==> src/rtl/alu_issue_ctrl.sv <==
// Issue controller between decode and the combinational ALU: registers operands,
// waits the op latency, then hands the result to writeback. Optional macro ALU_FLAGS_EN adds out_flags.
module alu_issue_ctrl #(
  parameter int MUL_LAT  = 2,
  parameter int EXEC_LAT = 1
) (
  input  logic        clk,
  input  logic        reset_n,
  input  logic        in_valid,
  output logic        in_ready,
  input  logic [5:0]  in_op,
  input  logic [31:0] in_ra,
  input  logic [31:0] in_rb,
  input  logic [15:0] in_lit,
  input  logic [4:0]  in_rc,
  output logic [5:0]  alu_fn,
  output logic [31:0] alu_a,
  output logic [31:0] alu_b,
  input  logic [31:0] alu_res,
  input  logic        alu_z,
  input  logic        alu_v,
  input  logic        alu_n,
  output logic        out_valid,
  input  logic        out_ready,
  output logic [31:0] out_data,
  output logic [4:0]  out_rc,
  output logic        out_illegal
`ifdef ALU_FLAGS_EN
  ,
  output logic [2:0]  out_flags
`endif
);

  localparam int MAX_LAT = (MUL_LAT > EXEC_LAT) ? MUL_LAT : EXEC_LAT;
  localparam int CW      = $clog2(MAX_LAT + 1);

  typedef enum logic [1:0] {IDLE, EXEC, HOLD} state_t;

  state_t        state, state_nxt;
  logic [CW-1:0] cnt;
  logic [CW-1:0] lat;
  logic          accept;
  logic          legal;
  logic [5:0]    dec_fn;
  logic [31:0]   opb;

  // Opcode decode; bit 5 must be set for any legal op, bit 4 selects the literal.
  always_comb begin
    dec_fn = 6'h1A;
    legal  = in_op[5];
    case (in_op[3:0])
      4'h0: dec_fn = 6'h00;
      4'h1: dec_fn = 6'h01;
      4'h2: dec_fn = 6'h02;
      4'h4: dec_fn = 6'h33;
      4'h5: dec_fn = 6'h35;
      4'h6: dec_fn = 6'h37;
      4'h8: dec_fn = 6'h18;
      4'h9: dec_fn = 6'h1E;
      4'hA: dec_fn = 6'h16;
      4'hC: dec_fn = 6'h20;
      4'hD: dec_fn = 6'h21;
      4'hE: dec_fn = 6'h23;
      default: legal = 1'b0;
    endcase
    opb = in_op[4] ? {{16{in_lit[15]}}, in_lit} : in_rb;
    lat = (in_op[3:0] == 4'h2) ? CW'(MUL_LAT) : CW'(EXEC_LAT);
  end

  always_ff @(posedge clk or negedge reset_n) begin
    if (!reset_n) state <= IDLE;
    else          state <= state_nxt;
  end

  // HOLD releases its slot and may take the next op in the same cycle.
  always_comb begin
    state_nxt = state;
    in_ready  = 1'b0;
    out_valid = 1'b0;
    case (state)
      IDLE: begin
        in_ready = 1'b1;
        if (in_valid) state_nxt = legal ? EXEC : HOLD;
      end
      EXEC: begin
        if (cnt == '0) state_nxt = HOLD;
      end
      HOLD: begin
        out_valid = 1'b1;
        in_ready  = out_ready;
        if (out_ready) state_nxt = in_valid ? (legal ? EXEC : HOLD) : IDLE;
      end
      default: state_nxt = IDLE;
    endcase
    accept = in_valid & in_ready;
  end

  // The counter reaches zero after L edges, so capture lands one edge later (t+L+1).
  always_ff @(posedge clk or negedge reset_n) begin
    if (!reset_n) begin
      alu_fn      <= 6'h1A;
      alu_a       <= '0;
      alu_b       <= '0;
      out_data    <= '0;
      out_rc      <= '0;
      out_illegal <= 1'b0;
      cnt         <= '0;
`ifdef ALU_FLAGS_EN
      out_flags   <= 3'b000;
`endif
    end else if (accept) begin
      out_rc <= in_rc;
      if (legal) begin
        alu_fn <= dec_fn;
        alu_a  <= in_ra;
        alu_b  <= opb;
        cnt    <= lat;
      end else begin
        out_data    <= '0;
        out_illegal <= 1'b1;
`ifdef ALU_FLAGS_EN
        out_flags   <= 3'b000;
`endif
      end
    end else if (state == EXEC) begin
      if (cnt == '0) begin
        out_data    <= alu_res;
        out_illegal <= 1'b0;
`ifdef ALU_FLAGS_EN
        out_flags   <= {alu_z, alu_v, alu_n};
`endif
      end else begin
        cnt <= cnt - 1'b1;
      end
    end
  end

`ifndef ALU_FLAGS_EN
  logic unused_flags;
  assign unused_flags = alu_z ^ alu_v ^ alu_n;
`endif

endmodule

==> config.mk <==
export PLATFORM = sky130hd
export DESIGN_NAME = alu_issue_ctrl
export DESIGN_NICKNAME = d
export VERILOG_FILES = /design/src/rtl/alu_issue_ctrl.sv
export SDC_FILE = /design/constraint.sdc
export NUM_CORES = 1
export LEC_CHECK = 0
export CAP_MARGIN = 20
export CORE_ASPECT_RATIO = 0.5
export CORE_MARGIN = 1.5
export CORE_UTILIZATION = 43
export DETAILED_ROUTE_END_ITERATION = 10
export PLACE_DENSITY = 0.95
export SLEW_MARGIN = 40
export SYNTH_ARGS = -nofsm -noshare
export SYNTH_HDL_FRONTEND = slang
export SYNTH_SLANG_ARGS = --single-unit
==> constraint.sdc <==
create_clock -name clk -period 4 [get_ports clk]
set_input_delay 0.4 -clock clk [delete_from_list [all_inputs] [get_ports clk]]
set_output_delay 0.4 -clock clk [all_outputs]
set_load 0.005 [all_outputs]
Yosys cells after proc, flatten, opt, wreduce, memory -nomap -nowiden. Cells that the tools add are included.

Register bits after elaboration: 112. Output and inout port bits: 110. Logic and storage cells: 63.

Add/subtract/negate cells: 1. Equality and inequality tests: 19. Muxes and demuxes: 24. Bitwise gates (word level): 1. Reductions and logical operators: 10.

Operator list (count): $mux W32 (5); $pmux W6 S12 (1); $eq A4 B4 Y1 const B (6); $mux W2 (10); $eq A4 B3 Y1 const B (3); $reduce_or A12 Y1 (1); $ne A2 B2 Y1 const B (5); $reduce_and A3 Y1 (3); $mux W1 (6); $pmux W2 S3 (1); $eq A4 B1 Y1 const B (1); $eq A4 B2 Y1 const B (1); $logic_not A2 Y1 (2); $logic_not A4 Y1 (1); $reduce_bool A2 Y1 (2); $eq A2 B1 Y1 const B (1); $eq A2 B2 Y1 const B (1); $ne A2 B1 Y1 const B (1); $pmux W1 S2 (1); $reduce_and A2 Y1 (1); $sub A2 B1 Y2 const B (1); $and A1 B1 Y1 (1).

Logic depth before layout (Yosys ltp).
Word-level depth: 7. Depth in mapped cells: 7.

Worst setup path before layout. Ideal clock, no wire load.

Path kind: input-to-reg. Start point: input port in_op[1]. End point: register cnt[1]. Setup time: 0.120 ns. Arrival: 1.314 ns. Required time: 3.880 ns. Setup slack: 2.566 ns. Stages: 6. Path buffers: 2. Cells stage by stage: buf_4 > a21boi_4 > and3_4 > buf_6 > or2_1 > o211a_1.

Cells in the longest elaborated chain, start to end: 5. Elaborated cells between the ends (all ways): 19. Those cells by class: eq/ne: 12; mux: 4; reduce/logical: 3.

Ends and longest elaborated chain: start: declaration (RTL line 11) `input logic [5:0] in_op,`; $eq A4 B2 Y1 (tied with other cells) (RTL line 51, 67); $reduce_or A12 Y1 (no line); $mux W1 (RTL line 51) `case (in_op[3:0])`; $ne A2 B1 Y1 (no line); $reduce_and A3 Y1 (no line); end signal: assignment (RTL line 117) `cnt <= lat;`; end signal: assignment (RTL line 133) `cnt <= cnt - 1'b1;`; end: declaration (RTL line 40) `logic [CW-1:0] cnt;`.

Parallel ways exist; a longest one is shown, timed or not. The select of a mux whose other input is x is not followed. A chain may end at the register's enable or synchronous reset.

Final worst setup path.
Start point: input port in_op[0]. End point: register alu_fn[3].

Cells in the longest elaborated chain, start to end: 4. Elaborated cells between the ends (all ways): 16. Those cells by class: eq/ne: 11; mux: 2; reduce/logical: 3.

Ends and longest elaborated chain: $eq A4 B2 Y1 (tied with other cells) (RTL line 51); $reduce_or A12 Y1 (no line); $mux W1 (RTL line 51); $reduce_and A2 Y1 (no line); end signal: assignment (RTL line 114) `alu_fn <= dec_fn;`; end: declaration (RTL line 16) `output logic [5:0] alu_fn,`.

Parallel ways exist; a longest one is shown, timed or not.

==> impl_summary.txt <==
----------------------------------------------------
[CTS]
  Post-CTS resize count ... 0
  Clock-pin slew on the worst setup and hold paths ... 0.07 ns
  CTS Buf Count ... 9
  Clk Latency, worst-skew pair ... 0.34 ns
  CTS Sinks ... 112
  Total setup buffers inserted after CTS ... 0
  Number of levels the H-tree was split into ... 3
  Cell at the root of the clock tree ... clkbuf_16
  Longest Clk Path Bufs ... 2
  TritonCTS clock tree ... yes
  Hold-fix buffer count after cts ... 0

[Global route]
  Global Route met2 Usage ... 43.73%
  Wire length of the first global-routing pass ... 22.14 mm
  Fraction of met1 tracks used by global routing ... 26.54%
  Most congested layer reported by global routing ... met2
  Global-route usage over all layers ... about a quarter
  Maximum number of pins on one net before global-route repair ... 72
  Vias in the first global route ... between 4,000 and 5,000
  Met3 Track Usage GR ... 5.179%
  Antenna violations before repair ... 0
  Remaining Overflow, GRT ... 0

[Die]
  Row cnt ... 26
  Starting density of the core ... 45.31%
  Die Wd ... about 150 um
  Area of the core ... 0.01048 mm^2
  Boundary Pins ... 240
  Y dimension of the die ... 77.29 um
  Die area ... 0.01171 mm^2

[STA]
  Final Max Slew Viols ... 0
  Clock period minus final worst setup slack ... around 2.4 ns
  Transition time at the pin with the least slew margin ... 0.7452 ns
  Number of endpoints failing setup at the final stage ... 0
  Clock Skew ... 0.006264 ns
  FMAX ... 412.5 MHz
  Summed negative setup slack over all endpoints ... 0 ns
  Final hold violation count ... 0
  Setup slack after layout ... 1.576 ns
  Relative slew slack ... slightly above 50%
  Setup repair after global routing missed its margin ... false
  Hold Worst Slack ... approximately 0.079 ns
  Crit share post-route ... 60.61%

[Yosys]
  Post-synth top area share ... 57.47%
  Cell types occupying the most area after synthesis ... dfrtp_1 57%, nand2_1 15%, mux2i_1 3.2%
  FF+latch count, synth ... 112
  Primary FF master, synth ... dfrtp_1
  Top cell types by occurrence after synthesis ... 188 x nand2_1, 109 x dfrtp_1, 29 x o21ai_1
  Portion of the post-synthesis area used by sequential elements ... 59.14%
  Most numerous cell in the Yosys netlist ... nand2_1
  Number of standard cells after synthesis ... 494
  Leading area contributor after synthesis ... dfrtp_1
  Number of enable-type register cells in the synthesized netlist ... 0
  Mean cell area of the mapped netlist ... ~9.6 um^2
  Post-Syn Area ... 0.004746 mm^2
  Post-Syn Nets ... 625
  Post-synthesis cell type count ... 39
  Count of synthesis-stage warnings from yosys ... 0
  Fraction of synthesis flops using an asynchronous set or reset pin ... 100.0%

[Power and ir drop]
  Maximum ir drop on the vdd rail ... about 320 uV
  Pwr dens ... 652.5 mW/mm^2
  Leak pwr ... 3.255 nW
  Total Power Consumption ... 0.004835 W

[Routing]
  Via count ... approximately 4,300
  Total wirelength of the detailed-routed design ... 13.85 mm
  DR WL/cell ... 16.18 um
  Post-route ant nets ... 0
  Via density per instance ... 4.987
  DR iter-0 viols ... 160
  Residual DRC ... 0
  Number of iterations in the first detailed-routing pass ... 4

[Setup path]
  CP arrival ... 2.69 ns
  Crit path required time ... 4.26 ns
  Crit path capture type ... flop
  Critical path class ... primary input to flop
  CP Launch Type ... primary input
  Worst-path fanout max ... 39

[Finish]
  Number of inserted diodes ... 0
  Number of nets in the layout ... 843
  Fraction of layout instances using a drive strength above 1 ... 5.168%
  Final design area excluding fillers ... 0.007410 mm^2
  Layout-stage area growth over the synthesis result ... 56.13%

[Placement]
  Detailed Place HPWL ... 9.908 mm
  Placement Setup Slack ... 1.290 ns
  IO buf count ... ~240
  RD Place Congestion ... 0.8298
  Placed standard-cell area ... around 0.007 mm^2

[Outcome]
  Status ... complete, no violations

[Flow run]
  Number of max-cap violations ... 0

[Min path]
  Hold Crit Class ... primary input to async pin

----------------------------------------------------
## power by group
| part | total (W) | switching, W | internal, W |
|---|---|---|---|
| Sequential | 0.00193 | 0.000285 | 0.00165 |
| Combinational | 0.00202 | 0.000799 | 0.00122 |
| Clock | 0.000881 | 0.000398 | 0.000483 |
| Total | 0.00483 | 0.00148 | 0.00335 |
## per-layer routing
layer / wire length, um / vias up
met3: 637 / 69
li1: - / 2034
met1: 5214 / 2001
met4: 813 / 0
met2: 7187 / 165
met5: 0 / -
## cell type report
class                           instances  area [um^2]
Multi-Input combinational cell        346         1739
Sequential cell                       112         2806
Timing Repair Buffer                  240         2390
Clock inverter                          5        58.81
Fill cell                             722         3065
Tap cell                              140        175.2
Clock buffer                           10        229.0
Inverter                                3        11.26
## worst max-delay path, stage by stage
cell             delay [ns]
clkdlybuf4s50_1        0.64
a21boi_4               0.28
nand3_2                0.60
buf_4                  0.49
a22o_1                 0.26
## final timing paths
path | start | endpoint | slack [ns] | cells past startpoint
min | reset_n | alu_a[1]$_DFFE_PN0P_ | 0.08 | 1
max | in_op[0] | alu_fn[3]$_DFFE_PN1P_ | 1.58 | 5
max reg2reg | state[0]$_DFFE_PN0P_ | alu_fn[3]$_DFFE_PN1P_ | 1.93 | 4
min reg2reg | alu_a[11]$_DFFE_PN0P_ | alu_a[11]$_DFFE_PN0P_ | 0.48 | 2
max in group asynchronous | reset_n | alu_fn[4]$_DFFE_PN1P_ | 2.98 | 2
min in group clk | alu_a[11]$_DFFE_PN0P_ | alu_a[11]$_DFFE_PN0P_ | 0.48 | 2
## sequential cells by signal, indices dropped and copies added, names as in the netlist
name,cells
out_illegal,1
out_data,32
alu_fn,6
cnt,2
alu_a,32
alu_b,32
out_rc,5
state,2
## cells by family (layout without fill, tap and decap cells)
logic type                 Yosys count  in the layout  share of synthesized area, %
xor gates and xnor gates             1              1                        0.1846
muxes                               20             20                         4.350
DFF                                112            112                         59.14
and+or+nand+nor                    244            244                         21.41
AOI/OAI and AO/OA                   80             80                         10.36
buffers and inverters               36            258                         4.297
adders and majority gates            1              1                        0.2636
## layout by cell type (no fill, tap or decap), types with 3 or more instances in the layout
cell             instances
a31oi_1                 17
buf_4                    5
clkbuf_16                9
clkdlybuf4s50_1        235
dfrtp_1                109
dfstp_2                  3
inv_1                    3
mux2_2                   5
mux2i_1                 15
nand2_1                187
nand2b_1                18
nor2_1                  21
nor2b_1                  3
o21ai_0                 21
o21ai_1                 29
## through the flow
stage / utilization (%) / std cells
2_1_floorplan: - / 494
3_3_place_gp: 67.95 / 841
3_5_place_dp: 67.99 / 841
4_1_cts: 70.74 / 856
5_1_grt: 70.74 / 856
6_report: 70.74 / 856
No activity file was read; power rests on OpenSTA's default activity.
